File: config.mk
export PLATFORM = sky130hd
export DESIGN_NAME = gerenciador_atributos_flat
export DESIGN_NICKNAME = d
export VERILOG_FILES = /design/src/rtl/tamagotchi_pkg.sv /design/src/rtl/gerenciador_atributos_if.sv /design/src/rtl/gerenciador_atributos_divisor_tick.sv /design/src/rtl/gerenciador_atributos.sv /design/src/flat_wrapper.sv
export SDC_FILE = /design/constraint.sdc
export NUM_CORES = 1
export LEC_CHECK = 0
export CORE_ASPECT_RATIO = 0.7
export CORE_MARGIN = 2
export CORE_UTILIZATION = 55
export DETAILED_ROUTE_END_ITERATION = 8
export DONT_BUFFER_PORTS = 1
export PLACE_DENSITY = 0.79
export SLEW_MARGIN = 10
export SYNTH_ARGS = -nofsm -noshare
export SYNTH_HDL_FRONTEND = slang
export SYNTH_HIERARCHICAL = 1
export SYNTH_SLANG_ARGS = --single-unit
File: constraint.sdc
create_clock -name clk -period 7.25 [get_ports clk]
set_input_delay 0.725 -clock clk [delete_from_list [all_inputs] [get_ports clk]]
set_output_delay 0.725 -clock clk [all_outputs]
set_load 0.005 [all_outputs]
File: src/rtl/tamagotchi_pkg.sv
// -----------------------------------------------------------------------------
// tamagotchi_pkg
// Shared types and helpers for the pet attribute controller:
//   - health_e       : VIVO / CRITICO / MORTO health states
//   - EST_*          : bit positions inside the one-hot activity vector `estado`
//   - sat_add()      : addition clamped to a ceiling
//   - sat_sub()      : subtraction clamped at zero
// The helpers work on 32-bit operands so one definition serves every WIDTH;
// callers zero-extend their operands and truncate the result back.
// -----------------------------------------------------------------------------
package tamagotchi_pkg;

    typedef enum logic [1:0] {
        VIVO,
        CRITICO,
        MORTO
    } health_e;

    // Activity bit indices. EST_MORTO equals N_ATTR for the default N_ATTR = 3.
    localparam int EST_DORMINDO   = 0;
    localparam int EST_COMENDO    = 1;
    localparam int EST_DANDO_AULA = 2;
    localparam int EST_MORTO      = 3;

    // One extra bit keeps the carry so an overflowing sum still clamps to max.
    function automatic logic [31:0] sat_add(input logic [31:0] v,
                                            input logic [31:0] d,
                                            input logic [31:0] max);
        logic [32:0] s;
        s = {1'b0, v} + {1'b0, d};
        return (s >= {1'b0, max}) ? max : s[31:0];
    endfunction

    function automatic logic [31:0] sat_sub(input logic [31:0] v,
                                            input logic [31:0] d);
        return (v > d) ? (v - d) : 32'd0;
    endfunction

endpackage

File: src/rtl/gerenciador_atributos_if.sv
// -----------------------------------------------------------------------------
// gerenciador_atributos_if
// Bonus-injection handshake between a bonus source and the attribute manager.
//   bonus_valid : request present
//   bonus_idx   : target attribute (values >= N_ATTR are accepted and ignored)
//   bonus_val   : amount to add, clamped to the saturation ceiling
//   bonus_ready : manager can take the request this cycle
// A transfer happens on the clock edge where bonus_valid && bonus_ready.
// -----------------------------------------------------------------------------
interface gerenciador_atributos_if #(
    parameter int N_ATTR = 3,
    parameter int WIDTH  = 8
);
    localparam int IDX_W = (N_ATTR > 1) ? $clog2(N_ATTR) : 1;

    logic             bonus_valid;
    logic [IDX_W-1:0] bonus_idx;
    logic [WIDTH-1:0] bonus_val;
    logic             bonus_ready;

    modport master (
        output bonus_valid,
        output bonus_idx,
        output bonus_val,
        input  bonus_ready
    );

    modport slave (
        input  bonus_valid,
        input  bonus_idx,
        input  bonus_val,
        output bonus_ready
    );

endinterface

File: src/rtl/gerenciador_atributos_divisor_tick.sv
// -----------------------------------------------------------------------------
// divisor_tick
// Free-running prescaler that counts 0..TICK_DIV-1 and wraps.
//   clk, rst_n : clock and asynchronous active-low reset
//   fim        : high while the counter sits at TICK_DIV-1 (the tick edge)
//   tick       : fim delayed one cycle, aligned with the updated attributes
// -----------------------------------------------------------------------------
module divisor_tick #(
    parameter int TICK_DIV = 65536
) (
    input  logic clk,
    input  logic rst_n,
    output logic fim,
    output logic tick
);

    localparam int DW = (TICK_DIV > 1) ? $clog2(TICK_DIV) : 1;

    logic [DW-1:0] div_q;

    assign fim = (div_q == DW'(TICK_DIV - 1));

    // NOTE: registers use non-blocking assignments so every flop samples the
    // values from before the edge, independent of statement order.
    always_ff @(posedge clk or negedge rst_n) begin
        if (!rst_n) begin
            div_q <= '0;
            tick  <= 1'b0;
        end else begin
            div_q <= fim ? '0 : div_q + DW'(1);
            tick  <= fim;
        end
    end

endmodule

File: src/rtl/gerenciador_atributos.sv
// -----------------------------------------------------------------------------
// gerenciador_atributos
// Keeps N_ATTR saturating pet attributes. On every prescaler tick the attribute
// selected by a clean one-hot `estado` rises and all others decay; a bonus
// handshake can add to one attribute between ticks. A health FSM watches for
// starved (zero) attributes and latches MORTO after MORTE_TICKS critical ticks
// or on an explicit MORTO request.
//   clk, rst_n  : clock, asynchronous active-low reset
//   estado      : one-hot activity; bit N_ATTR requests MORTO
//   bonus       : bonus handshake (slave side)
//   atributos   : packed attribute values, attribute 0 in the LSBs
//   alerta      : bit i set while attribute i is below LIMIAR_ALERTA
//   tick        : one-cycle pulse alongside freshly ticked values
//   critico     : health FSM in CRITICO
//   morto       : health FSM in MORTO (held until reset)
// -----------------------------------------------------------------------------
module gerenciador_atributos
    import tamagotchi_pkg::*;
#(
    parameter int                      N_ATTR        = 3,
    parameter int                      WIDTH         = 8,
    parameter int                      MAX_VAL       = 100,
    parameter logic [N_ATTR*WIDTH-1:0] INIT_VALS     = {8'd70, 8'd80, 8'd50},
    parameter int                      TICK_DIV      = 65536,
    parameter int                      VEL_SUBIDA    = 7,
    parameter int                      VEL_DESCIDA   = 1,
    parameter int                      LIMIAR_ALERTA = 20,
    parameter int                      MORTE_TICKS   = 4
) (
    input  logic                    clk,
    input  logic                    rst_n,
    input  logic [N_ATTR:0]         estado,
    gerenciador_atributos_if.slave  bonus,
    output logic [N_ATTR*WIDTH-1:0] atributos,
    output logic [N_ATTR-1:0]       alerta,
    output logic                    tick,
    output logic                    critico,
    output logic                    morto
);

    localparam int ZW = $clog2(MORTE_TICKS + 1);

    logic                         fim;
    logic                         rise_ok;
    logic                         any_zero;
    logic                         accept;
    health_e                      state_q, state_d;
    logic [ZW-1:0]                zcnt_q, zcnt_d;
    logic [N_ATTR-1:0][WIDTH-1:0] attr_q, attr_tick, attr_bonus;

    divisor_tick #(
        .TICK_DIV (TICK_DIV)
    ) u_divisor_tick (
        .clk   (clk),
        .rst_n (rst_n),
        .fim   (fim),
        .tick  (tick)
    );

    // A rise needs exactly one bit set, and that bit must not be the MORTO
    // request; anything else makes every attribute decay.
    assign rise_ok = $onehot(estado) && !estado[N_ATTR];

    // NOTE: every always_comb output gets a default before any branch so no
    // path can leave it unassigned and infer a latch.
    always_comb begin
        attr_tick = attr_q;
        any_zero  = 1'b0;
        for (int i = 0; i < N_ATTR; i++) begin
            if (rise_ok && estado[i]) begin
                attr_tick[i] = WIDTH'(sat_add(32'(attr_q[i]), 32'(VEL_SUBIDA), 32'(MAX_VAL)));
            end else begin
                attr_tick[i] = WIDTH'(sat_sub(32'(attr_q[i]), 32'(VEL_DESCIDA)));
            end
            // The health FSM judges the values the tick is about to store.
            if (attr_tick[i] == '0) begin
                any_zero = 1'b1;
            end
        end
    end

    // Ticks win over bonuses: ready drops on the tick edge itself, so a
    // pending bonus simply waits one cycle.
    assign bonus.bonus_ready = !morto && !fim;
    assign accept            = bonus.bonus_valid && bonus.bonus_ready;

    always_comb begin
        attr_bonus = attr_q;
        for (int i = 0; i < N_ATTR; i++) begin
            if (accept && int'(bonus.bonus_idx) == i) begin
                attr_bonus[i] = WIDTH'(sat_add(32'(attr_q[i]), 32'(bonus.bonus_val), 32'(MAX_VAL)));
            end
        end
    end

    // NOTE: the attribute array is a handful of flops with defined start
    // values, so it is reset like any other register rather than left to RAM.
    always_ff @(posedge clk or negedge rst_n) begin
        if (!rst_n) begin
            attr_q <= INIT_VALS;
        end else if (fim) begin
            if (state_q != MORTO) begin
                attr_q <= attr_tick;
            end
        end else begin
            attr_q <= attr_bonus;
        end
    end

    // Health FSM: state register.
    always_ff @(posedge clk or negedge rst_n) begin
        if (!rst_n) begin
            state_q <= VIVO;
            zcnt_q  <= '0;
        end else begin
            state_q <= state_d;
            zcnt_q  <= zcnt_d;
        end
    end

    // Health FSM: next state, evaluated only on tick edges.
    always_comb begin
        state_d = state_q;
        zcnt_d  = zcnt_q;
        if (fim) begin
            case (state_q)
                VIVO: begin
                    if (any_zero) begin
                        state_d = CRITICO;
                        zcnt_d  = ZW'(1);
                    end
                end
                CRITICO: begin
                    if (!any_zero) begin
                        state_d = VIVO;
                        zcnt_d  = '0;
                    end else begin
                        zcnt_d = zcnt_q + ZW'(1);
                        if (int'(zcnt_q) + 1 >= MORTE_TICKS) begin
                            state_d = MORTO;
                        end
                    end
                end
                MORTO: begin
                    state_d = MORTO;
                end
                default: begin
                    state_d = VIVO;
                    zcnt_d  = '0;
                end
            endcase
            if (estado[N_ATTR]) begin
                state_d = MORTO;
            end
        end
    end

    assign critico   = (state_q == CRITICO);
    assign morto     = (state_q == MORTO);
    assign atributos = attr_q;

    always_comb begin
        alerta = '0;
        for (int i = 0; i < N_ATTR; i++) begin
            alerta[i] = (attr_q[i] < WIDTH'(LIMIAR_ALERTA));
        end
    end

endmodule

File: src/flat_wrapper.sv
// flat-port wrapper written by rule: the top's interface ports become plain ports
module gerenciador_atributos_flat import tamagotchi_pkg::*;
#(
    parameter int                      N_ATTR        = 3,
    parameter int                      WIDTH         = 8,
    parameter int                      MAX_VAL       = 100,
    parameter logic [N_ATTR*WIDTH-1:0] INIT_VALS     = {8'd70, 8'd80, 8'd50},
    parameter int                      TICK_DIV      = 65536,
    parameter int                      VEL_SUBIDA    = 7,
    parameter int                      VEL_DESCIDA   = 1,
    parameter int                      LIMIAR_ALERTA = 20,
    parameter int                      MORTE_TICKS   = 4
)
  (clk, rst_n, estado, atributos, alerta, tick, critico, morto, bonus_bonus_valid, bonus_bonus_idx, bonus_bonus_val, bonus_bonus_ready);
  gerenciador_atributos_if #(.N_ATTR(N_ATTR), .WIDTH(WIDTH)) bonus_i ();
  input  logic clk;
  input  logic rst_n;
  input  logic [N_ATTR:0] estado;
  output logic [N_ATTR*WIDTH-1:0] atributos;
  output logic [N_ATTR-1:0] alerta;
  output logic tick;
  output logic critico;
  output logic morto;
  input wire logic [$bits(bonus_i.bonus_valid)-1:0] bonus_bonus_valid;
  input wire logic [$bits(bonus_i.bonus_idx)-1:0] bonus_bonus_idx;
  input wire logic [$bits(bonus_i.bonus_val)-1:0] bonus_bonus_val;
  output wire logic [$bits(bonus_i.bonus_ready)-1:0] bonus_bonus_ready;
  assign bonus_i.bonus_valid = bonus_bonus_valid;
  assign bonus_i.bonus_idx = bonus_bonus_idx;
  assign bonus_i.bonus_val = bonus_bonus_val;
  assign bonus_bonus_ready = bonus_i.bonus_ready;
  gerenciador_atributos #(.N_ATTR(N_ATTR), .WIDTH(WIDTH), .MAX_VAL(MAX_VAL), .INIT_VALS(INIT_VALS), .TICK_DIV(TICK_DIV), .VEL_SUBIDA(VEL_SUBIDA), .VEL_DESCIDA(VEL_DESCIDA), .LIMIAR_ALERTA(LIMIAR_ALERTA), .MORTE_TICKS(MORTE_TICKS)) u_core (.clk(clk), .rst_n(rst_n), .estado(estado), .bonus(bonus_i), .atributos(atributos), .alerta(alerta), .tick(tick), .critico(critico), .morto(morto));
endmodule
==> results of run 1 <==
routing by layer:
layer  GRT usage  up-vias
met5           0        -
met4     0.05181        0
met3     0.06790       25
met2      0.4394      264
met1      0.3982     2156
li1            -     2146
area by class of cell:
cell class / count / area [um2] / area share
clock buffer: 6 / 128.9 / 0.02615
sequential: 46 / 1161 / 0.2356
clock inverter: 2 / 37.54 / 0.007616
multi-input combinational: 482 / 3319 / 0.6735
timing repair buffer: 3 / 22.52 / 0.004570
inverter: 34 / 127.6 / 0.02589
tap: 105 / 131.4 / 0.02666
worst paths after layout:
path / startpoint / to / cells past startpoint
hold / removal: rst_n / u_core/u_divisor_tick/div_q[7] / 0
max in group asynchronous: rst_n / u_core/atributos[1] / 0
setup / recovery: estado[0] / u_core/zcnt_q[1] / 14
min in group clk: u_core/u_divisor_tick/div_q[0] / u_core/u_divisor_tick/div_q[0] / 1
setup reg to reg: u_core/atributos[17] / u_core/zcnt_q[0] / 11
hold reg to reg: u_core/u_divisor_tick/div_q[0] / u_core/u_divisor_tick/div_q[0] / 1
stage by stage:
stage	hold slack, ps	utilization	power [mW]	cells	setup slack [ps]
floorplan	429.4	-	1.127	588	3369
global placement	431.1	0.5664	1.267	670	3041
detailed placement	431.2	0.5664	1.302	670	2896
CTS	123.9	0.5862	1.570	678	3191
global route	114.1	0.5862	1.711	678	2951
finish	130.8	0.5862	1.592	678	3153
report_power, final:
part / switching, mW / total [mW] / internal [mW]
sequential: 0.161 / 0.472 / 0.311
clock: 0.0959 / 0.259 / 0.163
combinational: 0.498 / 0.861 / 0.363
worst reg2reg max path: cells and delay by family (launching register included):
family,cells,cell delay [ps]
buf+inv,1,110
flops,1,600
simple gates,3,750
compound gates,5,1140
fa+ha+maj,1,260
mux,1,280
kinds of logic after synthesis:
family / after synthesis / share of synthesized area
flops: 46 / 0.2448
simple gates: 253 / 0.2936
buf+inv: 60 / 0.05539
xor+xnor: 25 / 0.04616
compound gates: 156 / 0.2313
mux: 10 / 0.02216
fa+ha+maj: 38 / 0.1066
synth_stat cells (all sizes together) (10+ instances only):
| cell | n |
|---|---|
| a21oi | 25 |
| clkbuf | 17 |
| dfrtp | 38 |
| ha | 34 |
| inv | 34 |
| nand2 | 64 |
| nand3 | 26 |
| nand4 | 14 |
| nor2 | 53 |
| nor3 | 20 |
| o21ai | 46 |
| o221ai | 10 |
| xnor2 | 16 |
state kept, by name, summed over array words and instances, names as in the netlist:
register	cells
u_core/u_divisor_tick/tick	1
u_core/u_divisor_tick/div_q	16
u_core/state_q	2
u_core/zcnt_q	3
u_core/atributos	24
==> metrics.cfg, run 1 <==
[critical_path]
slowest_delay_ps = 540
crit_arrival_ps = 4280
rrSetupSlack_ps = 4000
worstSetupPathType = in2reg
crit_buf_inv = 2
cp-start-kind = input pin
path_cells = inv_1 > fa_1 > inv_1 > ha_1 > ha_1 > nor4b_4 > nand2_1 > o31a_1 > nor2b_1 > a41oi_1 > nor4bb_1 > a22oi_2 > a41o_1 > a41o_1
critPathTopFamily = simple AND/OR/NAND/NOR gates
cp_max_fo = 11
crit_path_end_kind = flop
worstPathRequired_ps = 7430
cp_slowest_cell = nor4b_4

[clock_tree]
cts_buffers = 5
clk_latency_ps = 290
cts_root_buffer = clkbuf_16
ctsHoldBuffers = 0
htree_levels = 2
clkTransAtPathRegs_ps = 60
tritoncts = done
cts_setup_buffers = 0
cts.sinks = 46
clockBufferDepth = 2
postCtsResizedCells = 0

[route]
wl_met1_mm = 5.782
dr_wl_met3_mm = 1.272
drt-pass1-iter-count = 5
drt_iter0_drc = 554
wirelength_mm = 13.06
vias = 4591
top_layer = met4
vias_per_cell = 6.771
wl_per_cell_um = 19.26
ant_nets = 0
wl_met2_mm = 5.844
drc_errors = 0

[floorplan]
die_x_um = 115.0
design.core.area_mm2 = 0.008408
die_y_um = 81.70
pin_count = 48
rows = 28
start_util = 0.5641
dieArea_mm2 = 0.009395

[synth]
async_reset_ff_frac = 1.000
ys_seq_area_frac = 0.2448
synth-main-ff-cell = dfrtp_1
yosys.area.top_type = dfrtp_1
ys_ff_latch = 46
yosysUniqueCellTypes = 85
synth_fp_nets = 643
synth_top_area_frac = 0.2005
synth_edf_count = 0
synth.cell_area_mm2 = 0.004743
syn-instance-count = 588
syn_avg_cell_area_um2 = 8.067
ys_warn_count = 6
synth.area.top_cells = dfrtp_1 (20%), ha_1 (9.0%), nand2_1 (5.1%)

[layout]
drive_gt1_frac = 0.08901
antenna_cells = 0
nNetsFinal = 627
layout_commonest_cell = nand2_1
layout_common_cells = nand2_1 (64), nor2_1 (52), o21ai_0 (43), dfrtp_1 (38)
area_growth_pct = 3.904
fillers = 748
fin_area_mm2 = 0.004928

[pwr]
peakVddDrop_uv = 149.8
p_leak_nw = 2.090
power_density_mw_per_mm2 = 323.0

[timing]
slew_violations = 0
period_share = 0.5651
finalHoldViolCount = 0
max_freq_ghz = 0.2441
max-slew-margin-rel = 0.2407
setup_viol = 0
period_needed_ps = 4097
setup_tns_ps = 0
tightest_slew_ps = 1127
rsz0062_at_grt = no
skew_ps = 4.718

[place]
gp_congestion = 0.9455
dp_hpwl_mm = 9.830
place_area_mm2 = 0.004762
portBuffers = 0

[min_path]
hold_path_class = in2async

[flow_run]
drv_cap = 0

[status]
status = finished, final reports clean

[grt]
grt_usage = 0.2802
grt_max_degree = 47
grt_pass1_wl_mm = 20.92
grt-ovfl-total = 0
grt_pass1_vias = 4182
antenna_found_initial = 0

No activity file was read; power rests on OpenSTA's default activity.
==> inputs of run 2 (changes only) <==
==> constraint.sdc (replaced) <==
create_clock -name clk -period 4 [get_ports clk]
set_input_delay 0.4 -clock clk [delete_from_list [all_inputs] [get_ports clk]]
set_output_delay 0.4 -clock clk [all_outputs]
set_load 0.005 [all_outputs]
==> run 2 against run 1 <==
Against the previous run:
- die area did not move
- sequential power rose by 81%
- worst hold slack improved by 120 ps
- via count barely moved
- critical path type unchanged
- largest cell class unchanged
- highest routed layer unchanged
==> metrics.cfg, run 2 (same netlist as run 1, synthesis figures left out) <==
[timing]
layout_setup_ws_ps = 379.8
max-slew-margin-rel = 0.2603
period_share = 0.9051
tightest_slew_ps = 1098
setup_tns_ps = 0
finalHoldViolCount = 0
max_freq_ghz = 0.2762
setup_viol = 0
skew_ps = 12.41
period_needed_ps = 3620
slew_violations = 0
rsz0062_at_grt = no

[layout]
fillers = 727
layout_common_cells = nand2_1 (64), nor2_1 (52), o21ai_0 (42), dfrtp_1 (38)
area_growth_pct = 5.539
largest_register_ffs = 24
layout_commonest_cell = nand2_1
antenna_cells = 0
nNetsFinal = 630
drive_gt1_frac = 0.09375

[critical_path]
path_cells = inv_1 > fa_1 > inv_1 > ha_1 > ha_1 > nor4b_4 > and2_1 > nand3_1 > o211ai_2 > o221ai_2 > nor4_2 > a22oi_2 > a41o_1 > a41o_1
worstPathRequired_ps = 4190
cp_max_fo = 8
cp_slowest_cell = nor4b_4
worstSetupPathType = in2reg
critPathTopFamily = simple AND/OR/NAND/NOR gates
crit_arrival_ps = 3810
r2r_cells = 7
path_depth = 14
crit_path_end_kind = flop
slowest_delay_ps = 550
cp-start-kind = input pin
crit_buf_inv = 2

[grt]
grt-ovfl-total = 0
grt_pass1_vias = 4163
antenna_found_initial = 0
grt_max_degree = 47
grt_pass1_wl_mm = 20.98
grt_usage = 0.2811

[clock_tree]
tritoncts = done
clockBufferDepth = 2
clk_latency_ps = 290
postCtsResizedCells = 0
clkTransAtPathRegs_ps = 70
ctsHoldBuffers = 2
cts_setup_buffers = 0
cts.sinks = 46
htree_levels = 2
cts_buffers = 5
cts_root_buffer = clkbuf_16

[floorplan]
rows = 28
die_x_um = 115.0
die_y_um = 81.70
pin_count = 48
start_util = 0.5641
design.core.area_mm2 = 0.008408
dieArea_mm2 = 0.009395

[route]
ant_nets = 0
wl_met1_mm = 5.915
vias_per_cell = 6.747
drc_errors = 0
vias = 4595
drt_iter0_drc = 416
wirelength_mm = 13.23
wl_met2_mm = 5.949
dr_wl_met3_mm = 1.206
drt-pass1-iter-count = 5
top_layer = met4
wl_per_cell_um = 19.42

[place]
portBuffers = 0
gp_congestion = 1.010
dp_hpwl_mm = 9.781
dp_slack_ps = 107.3

[min_path]
hold_path_class = in2reg
whs_path_depth = 1

[status]
status = finished, final reports clean

[pwr]
peakVddDrop_uv = 286.1
power_density_mw_per_mm2 = 600.8
p_leak_nw = 2.133

[flow_run]
drv_cap = 0

-- run 2: worst paths after layout --
kind                                                 from                             end  slack (ps)
max                                             estado[0]                u_core/zcnt_q[1]         380
min                                             estado[3]               u_core/state_q[1]         250
max reg2reg                u_core/u_divisor_tick/div_q[2]             u_core/atributos[1]         770
min reg2reg                u_core/u_divisor_tick/div_q[0]  u_core/u_divisor_tick/div_q[0]         490
max in group asynchronous                           rst_n             u_core/atributos[1]        3100
min in group asynchronous                           rst_n             u_core/atributos[3]         620
-- run 2: where the power goes --
part	internal [mW]	total [mW]	switching, mW
Sequential	0.564	0.856	0.293
Clock	0.375	0.560	0.184
Combinational	0.664	1.59	0.927
-- run 2: layout make-up --
class / instances / area [um2] / share of cell area
Clock buffer: 6 / 138.9 / 0.02774
Clock inverter: 2 / 60.06 / 0.01200
Inverter: 34 / 127.6 / 0.02549
Multi-Input combinational cell: 482 / 3319 / 0.6631
Sequential cell: 46 / 1161 / 0.2319
Tap cell: 105 / 131.4 / 0.02624
Timing Repair Buffer: 6 / 67.56 / 0.01350
-- run 2: stage by stage --
stage               cell area (um2)  power, mW  hold WS, ps    util  instances
floorplan                      4743      2.043        104.4       -        588
global placement               4770      2.300        106.6  0.5673        671
detailed placement             4770      2.366        106.4  0.5673        671
CTS                            5006      2.949        249.5  0.5954        681
global route                   5006      3.213        244.6  0.5954        681
finish                         5006      3.008        247.7  0.5954        681
-- run 2: per-layer routing --
layer  vias up  global-route usage
met5         -                   0
met4         0             0.06024
met3        16             0.06199
met2       226              0.4441
met1      2197              0.3979
li1       2156                   -
-- run 2: worst reg2reg max path, cell delays in order, from the launching register on --
cell      delay, ps
dfrtp_1         450
and4_1          340
nand4_4         190
nor3_4          600
inv_1           320
nor2_1          690
o21ai_0         320
o221ai_1        250
==> inputs of run 3 (changes only) <==
--- a/config.mk
+++ b/config.mk
@@ -5,11 +5,13 @@
 export SDC_FILE = /design/constraint.sdc
 export NUM_CORES = 1
 export LEC_CHECK = 0
+export CAP_MARGIN = 0
 export CORE_ASPECT_RATIO = 0.7
 export CORE_MARGIN = 2
 export CORE_UTILIZATION = 55
 export DETAILED_ROUTE_END_ITERATION = 8
 export DONT_BUFFER_PORTS = 1
+export MAX_ROUTING_LAYER = met4
 export PLACE_DENSITY = 0.79
 export SLEW_MARGIN = 10
 export SYNTH_ARGS = -nofsm -noshare
==> run 3 against run 2 <==
Against the previous run:
- design area is 0.95% lower
- critical path depth stayed put
- worst hold slack better by 11 ps
- sequential cell count stayed put
- non-clock buffer count stayed put
- combinational power hardly changed
- clock skew is 4.3 ps lower
- die area stayed put
- via count is 0.81% lower
- critical path type unchanged
==> metrics.cfg, run 3 (same netlist as run 1, synthesis figures left out) <==
[critical_path]
slowest_delay_ps = 530
worstSetupPathType = in2reg
path_cells = inv_1 > fa_1 > inv_1 > ha_1 > ha_1 > nor4b_4 > and2_1 > nand3_1 > o211ai_2 > o221ai_2 > nor4_2 > a22oi_2 > a41o_1 > a41o_1
reg2reg_to = u_core/atributos[1]
r2r_cells = 12
rrSetupSlack_ps = 800
cp_max_fo = 8
crit_arrival_ps = 3830
cp_slowest_cell = fa_1
crit_path_end_kind = flop
worstPathRequired_ps = 4180
reg2reg_from = u_core/atributos[0]
cp-start-kind = input pin

[clock_tree]
cts_root_buffer = clkbuf_16
clockBufferDepth = 2
clk_latency_ps = 290
htree_levels = 2
tritoncts = done
cts.sinks = 46
postCtsResizedCells = 0
cts_setup_buffers = 0
ctsHoldBuffers = 2
clkTransAtPathRegs_ps = 70
cts_buffers = 5

[layout]
largest_register_ffs = 24
utilization = 0.5897
nNetsFinal = 630
area_growth_pct = 4.537
layout_common_cells = nand2_1 (64), nor2_1 (52), o21ai_0 (42), dfrtp_1 (38)
layout_commonest_cell = nand2_1
fin_area_mm2 = 0.004959
drive_gt1_frac = 0.09375
fillers = 742
antenna_cells = 0
final_cells = 681

[floorplan]
rows = 28
pin_count = 48
die_y_um = 81.70
die_x_um = 115.0
dieArea_mm2 = 0.009395
start_util = 0.5641
design.core.area_mm2 = 0.008408

[grt]
grt_usage = 0.2878
grt_max_degree = 47
grt_pass1_wl_mm = 20.71
antenna_found_initial = 0
grt_pass1_vias = 4161
grt-ovfl-total = 0

[route]
vias_per_cell = 6.693
drt_iter0_drc = 404
wirelength_mm = 12.86
vias = 4558
ant_nets = 0
drc_errors = 0
wl_per_cell_um = 18.88
drt-pass1-iter-count = 5

[timing]
max_freq_ghz = 0.2741
period_needed_ps = 3648
tightest_slew_ps = 1083
slew_violations = 0
rsz0062_at_grt = no
setup_tns_ps = 0
timing.hold.ws_ps = 258.6
skew_ps = 8.116
period_share = 0.9119
setup_viol = 0
finalHoldViolCount = 0
max-slew-margin-rel = 0.2707
layout_setup_ws_ps = 352.4

[min_path]
hold_path_class = in2reg
hold_end = u_core/state_q[1]
hp-start = estado[3]
whs_path_depth = 1

[place]
place_area_mm2 = 0.004770
dp_slack_ps = 87.71
dp_cells = 671
gp_congestion = 1.016
dp_hpwl_mm = 9.694
portBuffers = 0

[pwr]
p_total_mw = 2.854
p_int_mw = 1.475
power_density_mw_per_mm2 = 575.5
power.share.clock = 0.148
peakVddDrop_uv = 277.8
switching_share = 0.4832
p_leak_nw = 2.108
seq_power_share = 0.301
p_comb_frac = 0.550
switching_power_mw = 1.379

[flow_run]
drv_cap = 0

[status]
status = finished, final reports clean

-- run 3: layout make-up --
type / count / area [um2] / share of cell area
flip-flops and latches: 46 / 1161 / 0.2342
clock buffers: 6 / 138.9 / 0.02801
clock inverters: 2 / 12.51 / 0.002523
inverters: 34 / 127.6 / 0.02574
multi-input cells: 482 / 3319 / 0.6694
well taps: 105 / 131.4 / 0.02650
repair buffers: 6 / 67.56 / 0.01363
-- run 3: worst max path at each step --
stage,slack (ps),depth (start not counted),end,from
final,350,14,u_core/zcnt_q[1],estado[0]
after global routing,190,14,u_core/zcnt_q[1],estado[0]
after CTS,390,14,u_core/zcnt_q[1],estado[0]
after detailed placement,90,14,u_core/zcnt_q[1],estado[0]
after global placement,170,14,u_core/zcnt_q[1],estado[0]
after floorplan,440,15,u_core/zcnt_q[1],estado[0]
-- run 3: metal layers --
layer,GRT usage,wire length (um)
met5,-,0
met4,0.06627,175
met3,0.08413,1345
met2,0.4365,5667
met1,0.3832,5669
-- run 3: worst max-delay path, delay by kind of cell --
family | cells | cell delay, ps
AOI/OAI and AO/OA | 5 | 890
adders and majority gates | 3 | 1030
buffers and inverters | 2 | 90
and+or+nand+nor | 4 | 1410
-- run 3: power by group through the flow --
stage | Combinational, mW | Clock, mW | Sequential (mW)
after floorplan | 1.36 | 0 | 0.683
after global placement | 1.45 | 0 | 0.853
after detailed placement | 1.50 | 0 | 0.862
after CTS | 1.53 | 0.432 | 0.853
after global routing | 1.74 | 0.452 | 0.886
final | 1.57 | 0.423 | 0.860
